===== src/rtl/branch_sequencer.sv =====
// Instruction sequencer: fetches one word at a time, resolves branches itself and
// hands every other opcode to an external datapath, waiting for its completion.
module branch_sequencer #(
  parameter logic [31:0] RESET_PC = 32'h0000_0000,
  parameter logic [5:0]  HALT_OP  = 6'b111111
) (
  input  logic        clk,
  input  logic        rst,
  input  logic        start,
  output logic        imem_req,
  input  logic        instr_valid,
  input  logic [31:0] instr,
  input  logic [31:0] rs_data,
  output logic        exec_start,
  input  logic        exec_done,
  input  logic        flag_we,
  input  logic        alu_carry,
  output logic [31:0] pc,
  output logic        link_we,
  output logic [31:0] link_data,
  output logic        taken,
  output logic        halted
);

  typedef enum logic [2:0] {
    S_IDLE, S_FETCH, S_DECODE, S_RESOLVE, S_EXEC, S_HALT
  } state_t;

  typedef enum logic [3:0] {
    OP_B, OP_BR, OP_BLTZ, OP_BZ, OP_BNZ, OP_BL, OP_BCY, OP_BNCY, OP_HALT, OP_EXEC
  } op_t;

  state_t      state, next_state;
  op_t         op;
  logic [31:0] ir;
  logic [31:0] pc_inc;
  logic [31:0] target;
  logic        carry;
  logic        cond;

  // Decode of the latched word; the halt opcode takes priority so a parameter
  // colliding with a branch encoding still stops the machine.
  always_comb begin
    op = OP_EXEC;
    if (ir[31:26] == HALT_OP) begin
      op = OP_HALT;
    end else begin
      case (ir[31:26])
        6'b101000: op = OP_B;
        6'b100000: op = OP_BR;
        6'b110000: op = OP_BLTZ;
        6'b110001: op = OP_BZ;
        6'b110010: op = OP_BNZ;
        6'b101011: op = OP_BL;
        6'b101001: op = OP_BCY;
        6'b101010: op = OP_BNCY;
        default:   op = OP_EXEC;
      endcase
    end
  end

  // NOTE: every always_comb output gets a default before any branch, so no path
  // can leave it unassigned and infer a latch.
  always_comb begin
    next_state = state;
    pc_inc     = pc + 32'd1;
    target     = pc_inc;
    cond       = 1'b0;

    case (op)
      OP_B, OP_BL, OP_BCY, OP_BNCY: target = pc_inc + {{6{ir[25]}}, ir[25:0]};
      OP_BLTZ, OP_BZ, OP_BNZ:       target = pc_inc + {{16{ir[15]}}, ir[15:0]};
      OP_BR:                        target = rs_data;
      default:                      target = pc_inc;
    endcase

    case (op)
      OP_B, OP_BR, OP_BL: cond = 1'b1;
      OP_BLTZ:            cond = rs_data[31];
      OP_BZ:              cond = (rs_data == 32'd0);
      OP_BNZ:             cond = (rs_data != 32'd0);
      OP_BCY:             cond = carry;
      OP_BNCY:            cond = ~carry;
      default:            cond = 1'b0;
    endcase

    case (state)
      S_IDLE:    if (start) next_state = S_FETCH;
      S_FETCH:   if (instr_valid) next_state = S_DECODE;
      S_DECODE:  next_state = (op == OP_HALT) ? S_HALT : S_RESOLVE;
      S_RESOLVE: next_state = (op == OP_EXEC) ? S_EXEC : S_FETCH;
      S_EXEC:    if (exec_done) next_state = S_FETCH;
      S_HALT:    next_state = S_HALT;
      default:   next_state = S_IDLE;
    endcase
  end

  // NOTE: sequential state uses non-blocking assignments so every flop samples
  // the pre-edge values, independent of statement order.
  always_ff @(posedge clk or negedge rst) begin
    if (!rst) begin
      state      <= S_IDLE;
      pc         <= RESET_PC;
      ir         <= 32'd0;
      carry      <= 1'b0;
      link_data  <= 32'd0;
      imem_req   <= 1'b0;
      exec_start <= 1'b0;
      link_we    <= 1'b0;
      taken      <= 1'b0;
      halted     <= 1'b0;
    end else begin
      state      <= next_state;
      // Control outputs are flops decoded from the upcoming state, so they line
      // up with the state they describe without any combinational path out.
      imem_req   <= (next_state == S_FETCH);
      halted     <= (next_state == S_HALT);
      exec_start <= (state == S_DECODE) && (op == OP_EXEC);
      link_we    <= (state == S_DECODE) && (op == OP_BL);
      taken      <= (state == S_RESOLVE) && cond;

      if (state == S_FETCH && instr_valid) ir <= instr;
      if (state == S_DECODE && op == OP_BL) link_data <= pc_inc;

      if (state == S_RESOLVE && op != OP_EXEC) pc <= cond ? target : pc_inc;

      if (state == S_EXEC && exec_done) begin
        pc <= pc_inc;
        if (flag_we) carry <= alu_carry;
      end
    end
  end

endmodule


===== config.mk =====
export PLATFORM = sky130hd
export DESIGN_NAME = branch_sequencer
export DESIGN_NICKNAME = d
export VERILOG_FILES = /design/src/rtl/branch_sequencer.sv
export SDC_FILE = /design/constraint.sdc
export NUM_CORES = 1
export LEC_CHECK = 0
export BUFFER_PORTS_ARGS = -buffer_cell sky130_fd_sc_hd__buf_4
export CORE_UTILIZATION = 49
export CTS_CLUSTER_SIZE = 10
export DETAILED_ROUTE_END_ITERATION = 6
export PLACE_DENSITY = 0.72
export SLEW_MARGIN = 10
export SYNTH_ARGS = -nofsm -noshare
export SYNTH_HDL_FRONTEND = slang
export SYNTH_SLANG_ARGS = --single-unit

===== constraint.sdc =====
create_clock -name clk -period 7.21 [get_ports clk]
set_clock_uncertainty 0.1 [all_clocks]
set_input_delay 0.3605 -clock clk [delete_from_list [all_inputs] [get_ports clk]]
set_output_delay 0.3605 -clock clk [all_outputs]
set_load 0.05 [all_outputs]

==> results of run 1 <==
[per-layer routing]
metal / track usage / up-vias
li1: - / 3235
met1: 0.416 / 3184
met2: 0.429 / 242
met3: 0.0487 / 21
met4: 0.0949 / 0
met5: 0 / -
[layout make-up]
class	instances	area, um2	area share
sequential	105	2630	0.307
clock buffer	11	253	0.0296
multi-input combinational	650	4180	0.489
tap	180	225	0.0263
clock inverter	5	37.5	0.00439
inverter	26	97.6	0.0114
timing repair buffer	150	1130	0.132
[layout by cell type (no fill, tap or decap), drive strengths merged, types with 19 or more instances in the layout]
cell   count
dfrtp    105
a21oi     53
nor2      45
inv       28
buf      149
mux2      34
o21ai     79
nand3     22
nand2    137
ha        32
xnor2     32
xor2      19
[flip-flops by register name, indices dropped and copies added, names as in the netlist]
register	cells
ir	32
halted	1
link_we	1
link_data	32
imem_req	1
state	3
taken	1
exec_start	1
carry	1
pc	32
[worst max-delay path, cell delays in order, from the launching register on]
cell	delay, ns
dfrtp_1	0.50
ha_1	0.29
and4_1	0.30
and2_1	0.21
nand2_1	0.09
xnor2_1	0.32
ha_1	0.37
o21ai_0	0.20
nor2_1	0.08
o311ai_0	0.61
o21ai_0	0.19
a211oi_1	0.57
a21oi_1	0.25
o21a_1	0.24
o21a_1	0.17
o31ai_1	0.21
[cell usage after synthesis (6+ instances only)]
library cell  number  share of area
inv_1             26          0.014
dfrtp_1          105           0.37
a211oi_1           9         0.0096
o211ai_1           7         0.0075
nand2_1          137          0.073
nor4_1            13          0.012
ha_1              32          0.057
or3_1              7         0.0062
nand3_1           22          0.016
a21o_1            17          0.018
o21a_1             6         0.0064
clkbuf_1          34          0.018
nor2b_1            9         0.0080
a31oi_1           12          0.011
nor3_1            11         0.0078
o21ai_0           78          0.055
a221oi_1          11          0.014
xor2_1            19          0.024
xnor2_1           32          0.040
a21oi_1           53          0.038
mux2_2            34          0.054
nor2_1            45          0.024
and3_1            10         0.0089
nand4_1           10         0.0089
[power breakdown]
group / switching [uW] / internal [uW] / total (uW)
clock: 239 / 256 / 495
combinational: 1750 / 1060 / 2810
sequential: 251 / 809 / 1060
total: 2240 / 2120 / 4360
[path summary, 6_finish.rpt]
check	startpoint	end
max	pc[0]$_DFFE_PN0P_	pc[28]$_DFFE_PN0P_
min	instr[26]	ir[26]$_DFFE_PN0P_
max reg2reg	pc[0]$_DFFE_PN0P_	pc[28]$_DFFE_PN0P_
min reg2reg	link_data[10]$_DFFE_PN0P_	link_data[10]$_DFFE_PN0P_
max in group asynchronous	rst	pc[5]$_DFFE_PN0P_
min in group asynchronous	rst	ir[27]$_DFFE_PN0P_
[metrics by stage]
| stage | cells | hold WS (ns) |
|---|---|---|
| after floorplan | 820 | -0.0351 |
| after global placement | 1110 | 0.311 |
| after detailed placement | 1110 | 0.310 |
| after CTS | 1127 | 0.0922 |
| after global routing | 1127 | 0.117 |
| final | 1127 | 0.104 |
[cell families after synthesis]
kind of cell / synth area share
AND/OR/NAND/NOR: 0.192
buffers and inverters: 0.0366
XOR/XNOR: 0.0634
AO/OA/AOI/OAI: 0.215
multiplexers: 0.0586
flip-flops: 0.373
adder cells (fa/ha/maj): 0.0611
==> summary.txt, run 1 <==
Outcome
  • Status: complete, no violations

Clock network
  • Root Buffer: clkbuf_16
  • CTS max path bufs: 2
  • CTS sink count: 105
  • TritonCTS buffer count: 9
  • # resized after CTS: 0
  • Hold buffers post-CTS: 1
  • Skew-Pair Late Insertion Delay: 0.36 ns
  • Setup bufs post-CTS: 0
  • CTS tree: done
  • Htree depth: 3
  • Clk slew on worst S/H paths: 0.08 ns

Route
  • Routed WL: 20,600 um
  • Vias: 6,682
  • Routed wl met2: 9260 um
  • M1 wire length: 9750 um
  • Detailed Route Iter0 Violations: 528
  • DR WL/cell: 18.3 um
  • Vias per inst: 5.93
  • Highest metal used: met4
  • Metal3 WL: 1310 um
  • Drt pass-1 iters: 5
  • # DRC: 0
  • Number of routed nets with antenna violations: 0

Synth
  • YS warnings: 0
  • Synthesized net count: 924
  • Post-synth EDFFs: 0
  • Post-synth ARST share: 1.00
  • Cells after Synth: 820
  • Cell variety after synth: 70
  • Mean area per synthesized cell: 8.59 um2
  • Post-Syn Area: 7040 um2
  • Post-synth top flop: dfrtp_1
  • Synthesized flop and latch total: 105
  • Seq/Total Area, Yosys: 0.373

Pwr
  • Overall Power: 4360 uW
  • Power Density: 510 nW/um2
  • Worst ir drop on vdd: 0.000218 V
  • P_leak: 0.00399 uW

Critical path
  • Critical path data required time: 7.37 ns
  • Crit Path Category: register to register
  • Register-to-register setup slack: 2.41 ns
  • Worst reg-to-reg path cell count: 15
  • CP Max Fanout: 8
  • Crit path DAT: 4.96 ns
  • Crit end category: register
  • Worst setup SP type: register

GRT
  • Vias in the first global route: 6,180
  • Global Route Usage Sum: 0.286
  • Initial antenna violation count: 0
  • Overflow after GRT: 0
  • Global-route wire length before repair: 32,200 um
  • Largest net degree at the start of global routing: 59

Job
  • Max cap viols: 0

Die
  • Core box area: 13,900 um2
  • I/O Pins: 140
  • Rows: 43
  • Die area: 14,900 um2
  • Die Y: 122 um
  • Die Span X: 122 um
  • Starting Density: 0.506

Timing
  • Measured slew at the worst slew-check pin: 0.793 ns
  • Final period util: 0.666
  • Finish-stage setup viols: 0
  • Relative slew margins: 0.467
  • Final Critical Period: 4.80 ns
  • Unrepaired setup endpoints after global routing: false
  • Final Hold Viols: 0
  • Total negative setup slack: 0 ns
  • Fin. max-slew vios: 0
  • Worst Slack Setup Final: 2.41 ns
  • Max Fclk: 0.208 GHz

Min path
  • Worst Hold Class: input port to register
  • Worst Hold Path Cells: 3

Place
  • Post-DP HPWL: 15,200 um
  • IO Port Bufs: 139
  • Final RePlAce weighted congestion: 0.918
  • Cell Area, Placed: 8250 um2
  • Place WS: 2.59 ns

Cells and area
  • Nets: 1,046
  • Share of cells above drive strength 1: 0.224
  • Finished layout cell area: 8550 um2
  • Post-Route Utilization: 0.614
  • Diode count: 0
  • Fill count: 1,241
  • Layout area overhead: 21.4%
Power figures use the tool's default switching activity.
==> run 2: changes to the inputs <==
==> constraint.sdc (replaced) <==
create_clock -name clk -period 5 [get_ports clk]
set_clock_uncertainty 0.1 [all_clocks]
set_input_delay 0.25 -clock clk [delete_from_list [all_inputs] [get_ports clk]]
set_output_delay 0.25 -clock clk [all_outputs]
set_load 0.05 [all_outputs]
==> summary.txt, run 2 (synthesis gave the netlist of run 1 again) <==
Outcome
  • Status: complete, no violations

Critical path
  • Worst path most repeated cell: ha_1
  • Crit end category: register
  • Worst R2R End: pc[31]$_DFFE_PN0P_
  • Register-to-register setup slack: 0.48 ns
  • Crit path DAT: 4.73 ns
  • Critical path, cell by cell: ha_1, and4_1, and2_1, nand2b_1, nor2_1, nand2_1, xor2_1, inv_1, ha_1, a21oi_1, o21ai_0, a211oi_1, o31ai_1, o221ai_1, or4b_2, nand3_1
  • Worst reg-to-reg path cell count: 16
  • Delay-heaviest family, CP: simple AND/OR/NAND/NOR gates
  • Worst setup SP type: register
  • Cell depth of the worst setup path: 16
  • Critical Path Max Stage Delay: 0.62 ns
  • CP max-delay cell: or4b_2
  • Critical path data required time: 5.20 ns
  • Worst path buffer plus inverter count: 1
  • Crit Path Category: register to register
  • Reg2reg start: pc[0]$_DFFE_PN0P_
  • CP Max Fanout: 8

Die
  • Die area: 14,900 um2
  • Core box area: 13,900 um2
  • Rows: 43
  • Die Span X: 122 um
  • I/O Pins: 140
  • Die Y: 122 um
  • Starting Density: 0.506

Cells and area
  • Largest regs: ir x32, link_data x32, pc x32
  • Most frequent cells in the layout: buf_4, nand2_1, dfrtp_1
  • Layout area overhead: 22.5%
  • Final std cells w/o fill: 1,132
  • Diode count: 0
  • Nets: 1,052
  • Commonest non-fill, non-tap cell in the layout: buf_4
  • Share of cells above drive strength 1: 0.224
  • Fill count: 1,245
  • Post-Route Utilization: 0.619

GRT
  • Global Route Usage Sum: 0.285
  • Vias in the first global route: 6,227
  • Largest net degree at the start of global routing: 59
  • Global-route wire length before repair: 32,500 um
  • Overflow after GRT: 0
  • Initial antenna violation count: 0

Clock network
  • Skew-Pair Late Insertion Delay: 0.36 ns
  • Htree depth: 3
  • CTS tree: done
  • TritonCTS buffer count: 9
  • CTS sink count: 105
  • CTS max path bufs: 2
  • Hold buffers post-CTS: 3
  • Setup bufs post-CTS: 0
  • # resized after CTS: 0
  • Root Buffer: clkbuf_16
  • Clk slew on worst S/H paths: 0.07 ns

Place
  • Final RePlAce weighted congestion: 0.950
  • Placed cell count: 1,114
  • Post-DP HPWL: 15,400 um
  • IO Port Bufs: 139
  • Place WS: 0.551 ns

Route
  • # DRC: 0
  • DR WL/cell: 18.1 um
  • Vias: 6,741
  • Routed WL: 20,500 um
  • Vias per inst: 5.95
  • Detailed Route Iter0 Violations: 514
  • Drt pass-1 iters: 6
  • Number of routed nets with antenna violations: 0

Pwr
  • Overall Power: 6380 uW
  • P_leak: 0.00402 uW
  • Power Density: 740 nW/um2
  • Worst ir drop on vdd: 0.000315 V

Timing
  • Fin. max-slew vios: 0
  • Final Hold Viols: 0
  • Unrepaired setup endpoints after global routing: false
  • Total negative setup slack: 0 ns
  • Measured slew at the worst slew-check pin: 0.826 ns
  • Max Fclk: 0.221 GHz
  • Relative slew margins: 0.444
  • Final Critical Period: 4.53 ns
  • Final period util: 0.905
  • Worst Slack Setup Final: 0.475 ns
  • Finish-stage setup viols: 0

Min path
  • Worst Hold Path Cells: 2
  • Worst Hold Class: input port to register
  • Hold Path End: ir[6]$_DFFE_PN0P_
  • Worst hold start: instr[6]

Job
  • Max cap viols: 0
[run 2: metrics by stage]
stage	cell area (um2)	hold slack, ns
global route	8630	0.0107
detailed placement	8280	0.198
finish	8630	0.0177
global placement	8280	0.198
CTS	8620	0.0128
floorplan	7040	-0.146
[run 2: power breakdown]
part           internal [uW]  total (uW)  leakage [uW]  switching, uW
clock network            439         762      0.000146            324
logic                   1550        4100       0.00254           2550
registers               1170        1520       0.00133            352
[run 2: worst max path at each step]
| stage | from | to | slack (ns) |
|---|---|---|---|
| 3_5_place_dp | pc[0]$_DFFE_PN0P_ | pc[31]$_DFFE_PN0P_ | 0.55 |
| 6_report | pc[0]$_DFFE_PN0P_ | pc[31]$_DFFE_PN0P_ | 0.48 |
| 2_1_floorplan | pc[0]$_DFFE_PN0P_ | pc[31]$_DFFE_PN0P_ | 0.72 |
| 4_1_cts | pc[0]$_DFFE_PN0P_ | pc[31]$_DFFE_PN0P_ | 0.51 |
| 5_1_grt | pc[0]$_DFFE_PN0P_ | pc[31]$_DFFE_PN0P_ | 0.11 |
| 3_3_place_gp | pc[0]$_DFFE_PN0P_ | pc[31]$_DFFE_PN0P_ | 0.69 |
[run 2: layout make-up]
cell class	instances	area (um2)	share of cell area
Multi-Input combinational cell	650	4190	0.486
Sequential cell	105	2630	0.305
Timing Repair Buffer	156	1180	0.137
Clock buffer	11	233	0.0270
Tap cell	180	225	0.0261
Inverter	26	97.6	0.0113
Clock inverter	4	76.3	0.00885
[run 2: routing by layer]
metal,share of wire,GRT usage
met1,0.47,0.417
met3,0.071,0.0543
met2,0.44,0.418
met5,0,0
met4,0.020,0.0965
==> run 3: changes to the inputs <==
--- a/config.mk
+++ b/config.mk
@@ -5,11 +5,12 @@
 export SDC_FILE = /design/constraint.sdc
 export NUM_CORES = 1
 export LEC_CHECK = 0
+export ABC_AREA = 1
 export BUFFER_PORTS_ARGS = -buffer_cell sky130_fd_sc_hd__buf_4
 export CORE_UTILIZATION = 49
 export CTS_CLUSTER_SIZE = 10
 export DETAILED_ROUTE_END_ITERATION = 6
-export PLACE_DENSITY = 0.72
+export PLACE_DENSITY = 0.71
 export SLEW_MARGIN = 10
 export SYNTH_ARGS = -nofsm -noshare
 export SYNTH_HDL_FRONTEND = slang
==> summary.txt, run 3 <==
Synth
  • Post-synth ARST share: 1.00
  • Cell variety after synth: 34
  • Synthesized net count: 1,354
  • Proportion of netlist area held by the largest area contributor: 0.317
  • Area contributors post-synth: dfrtp_1, nand2_1, inv_1, nor2_1, nand3_1
  • Cells after Synth: 1,250
  • Post-Syn Area: 8280 um2
  • Area leader, netlist: dfrtp_1
  • Seq/Total Area, Yosys: 0.317
  • Post-synth top flop: dfrtp_1
  • Post-synth top cells: nand2_1, inv_1, nor2_1
  • YS warnings: 0
  • Synthesized flop and latch total: 105
  • Top-count cell post-synth: nand2_1
  • Mean area per synthesized cell: 6.62 um2
  • Post-synth EDFFs: 0

Clock network
  • CTS tree: done
  • Root Buffer: clkbuf_16
  • TritonCTS buffer count: 9
  • Skew-Pair Late Insertion Delay: 0.36 ns
  • CTS sink count: 105
  • Setup bufs post-CTS: 0
  • Htree depth: 3
  • Clk slew on worst S/H paths: 0.09 ns
  • CTS max path bufs: 2

Pwr
  • Register share of total power: 0.202
  • Power Density: 810 nW/um2
  • Combinational Power Share: 0.700
  • P_leak: 0.00506 uW
  • Worst ir drop on vdd: 0.000450 V
  • Sw Share: 0.579
  • Clock network fraction of total power: 0.098
  • Sw power: 4590 uW
  • Int Pwr: 3340 uW

Cells and area
  • Layout area overhead: 18.3%
  • Commonest non-fill, non-tap cell in the layout: nand2_1
  • Fill count: 1,634
  • Most frequent cells in the layout: nand2_1, inv_1, nor2_1
  • Finished layout cell area: 9790 um2
  • Largest regs: ir x32, link_data x32, pc x32
  • Final std cells w/o fill: 1,605
  • Share of cells above drive strength 1: 0.168
  • Diode count: 0
  • Nets: 1,484

Route
  • Vias: 8,546
  • Detailed Route Iter0 Violations: 729
  • Vias per inst: 5.32
  • # DRC: 0
  • Number of routed nets with antenna violations: 0
  • Routed WL: 28,100 um
  • Drt pass-1 iters: 6
  • DR WL/cell: 17.5 um

Critical path
  • Origin of the worst setup path: pc[2]$_DFFE_PN0P_
  • Crit Path Category: register to register
  • CP max-delay cell: xor2_1
  • Worst R2R End: pc[28]$_DFFE_PN0P_
  • CP Max Fanout: 5
  • Worst path most repeated cell: nand2_1
  • Worst setup SP type: register
  • Critical path data required time: 5.16 ns
  • Register-to-register setup slack: 1.19 ns
  • Crit end category: register
  • Crit path DAT: 3.97 ns
  • Critical Path Max Stage Delay: 0.50 ns
  • Worst reg-to-reg path cell count: 19
  • Reg2reg start: pc[2]$_DFFE_PN0P_
  • Critical path endpoint: pc[28]$_DFFE_PN0P_
  • Critical path, cell by cell: inv_1, nor3_1, nand2_1, xor2_1, inv_1, ha_1, nand2_1, nor2_1, nand2_1, nand2_1, nand2_1, nand2_1, nand3b_1, nand2_1, nand2_1, nand3_1, nand2_1, nand2_1, nand2_1

Min path
  • Worst Hold Class: input port to register

Timing
  • Final Critical Period: 3.81 ns
  • Final period util: 0.763
  • Max Fclk: 0.262 GHz
  • Final Hold Viols: 0
  • Measured slew at the worst slew-check pin: 1.00 ns
  • Unrepaired setup endpoints after global routing: false
  • Relative slew margins: 0.332
  • Finish-stage setup viols: 0
  • Fin. max-slew vios: 0
  • Total negative setup slack: 0 ns

Die
  • Core box area: 16,500 um2
  • Rows: 47
  • I/O Pins: 140
  • Starting Density: 0.501
  • Die Y: 132 um
  • Die Span X: 132 um
  • Die area: 17,400 um2

GRT
  • Largest net degree at the start of global routing: 75
  • Global-route wire length before repair: 43,900 um
  • Vias in the first global route: 8,139
  • Overflow after GRT: 0
  • Initial antenna violation count: 0
  • Global Route Usage Sum: 0.331

Outcome
  • Status: complete, no violations

Place
  • Post-DP HPWL: 22,600 um
  • Placed cell count: 1,588
  • IO Port Bufs: 139
  • Final RePlAce weighted congestion: 0.980
  • Cell Area, Placed: 9470 um2

Job
  • Max cap viols: 0
run 3: cell types whose count changed after synthesis, moves of 17 or more:
| cell | before | now |
|---|---|---|
| a21o_1 | 17 | 0 |
| a21oi_1 | 53 | 73 |
| clkbuf_1 | 34 | 4 |
| inv_1 | 26 | 174 |
| nand2_1 | 137 | 373 |
| nand3_1 | 22 | 90 |
| nor2_1 | 45 | 164 |
| o21ai_0 | 78 | 26 |
| xnor2_1 | 32 | 6 |
run 3: repair_timing:
item                                   CTS  global route
hold buffers                             1             0
resized for setup                        0             0
endpoints found under the hold margin   44             0
run 3: worst min path at each step:
stage / cells past startpoint / startpoint / end
finish: 2 / instr[12] / ir[12]$_DFFE_PN0P_
global route: 2 / instr[19] / ir[19]$_DFFE_PN0P_
CTS: 2 / instr[12] / ir[12]$_DFFE_PN0P_
detailed placement: 1 / rst / ir[12]$_DFFE_PN0P_
global placement: 1 / rst / ir[12]$_DFFE_PN0P_
floorplan: 0 / rst / carry$_DFFE_PN0P_
run 3: logic make-up (layout without fill, tap and decap cells):
kind of cell             count (synthesis)  after routing  synth area share
multiplexers                            29             29            0.0395
flip-flops                             105            105             0.317
AO/OA/AOI/OAI                          139            139            0.0952
AND/OR/NAND/NOR                        709            709             0.362
buffers and inverters                  204            339             0.103
adder cells (fa/ha/maj)                 33             33            0.0508
XOR/XNOR                                31             31            0.0328
run 3: area by class of cell:
| cell class | count | area [um2] | area share |
|---|---|---|---|
| inverter | 177 | 664 | 0.0679 |
| tap | 220 | 275 | 0.0281 |
| timing repair buffer | 146 | 1100 | 0.112 |
| sequential | 105 | 2630 | 0.268 |
| clock inverter | 6 | 85.1 | 0.00869 |
| clock buffer | 10 | 229 | 0.0234 |
| multi-input combinational | 941 | 4810 | 0.491 |
run 3: metrics by stage:
| step | worst slack, ns | hold slack (ns) | power, uW | util |
|---|---|---|---|---|
| after CTS | 1.28 | 0.00625 | 7900 | 0.593 |
| after detailed placement | 1.29 | 0.378 | 7090 | 0.573 |
| final | 1.19 | 0.0117 | 7930 | 0.593 |
| after global placement | 1.34 | 0.376 | 7070 | 0.573 |
| after global routing | 0.841 | 0.0146 | 8570 | 0.593 |
| after floorplan | 1.75 | -0.146 | 5510 | - |
run 3: power groups by stage:
| stage | clock, uW | sequential, uW | combinational [uW] |
|---|---|---|---|
| floorplan | 0 | 2360 | 3140 |
| global placement | 0 | 1600 | 5470 |
| detailed placement | 0 | 1610 | 5480 |
| CTS | 790 | 1600 | 5510 |
| global route | 822 | 1650 | 6110 |
| finish | 779 | 1600 | 5550 |
run 3: worst max-delay path, delay by kind of cell (launching register included):
| kind | cells | cell delay, ns |
|---|---|---|
| simple gates | 15 | 2.12 |
| xor+xnor | 1 | 0.50 |
| flops | 1 | 0.43 |
| fa+ha+maj | 1 | 0.37 |
| buf+inv | 2 | 0.19 |
run 3: metal layers:
metal  vias to the layer above  track usage  part of all wire
met5                         -            0                 0
met4                         0        0.132             0.035
met3                        53       0.0531             0.071
met2                       352        0.551              0.47
met1                      3916        0.431              0.43
li1                       4225            -                 -
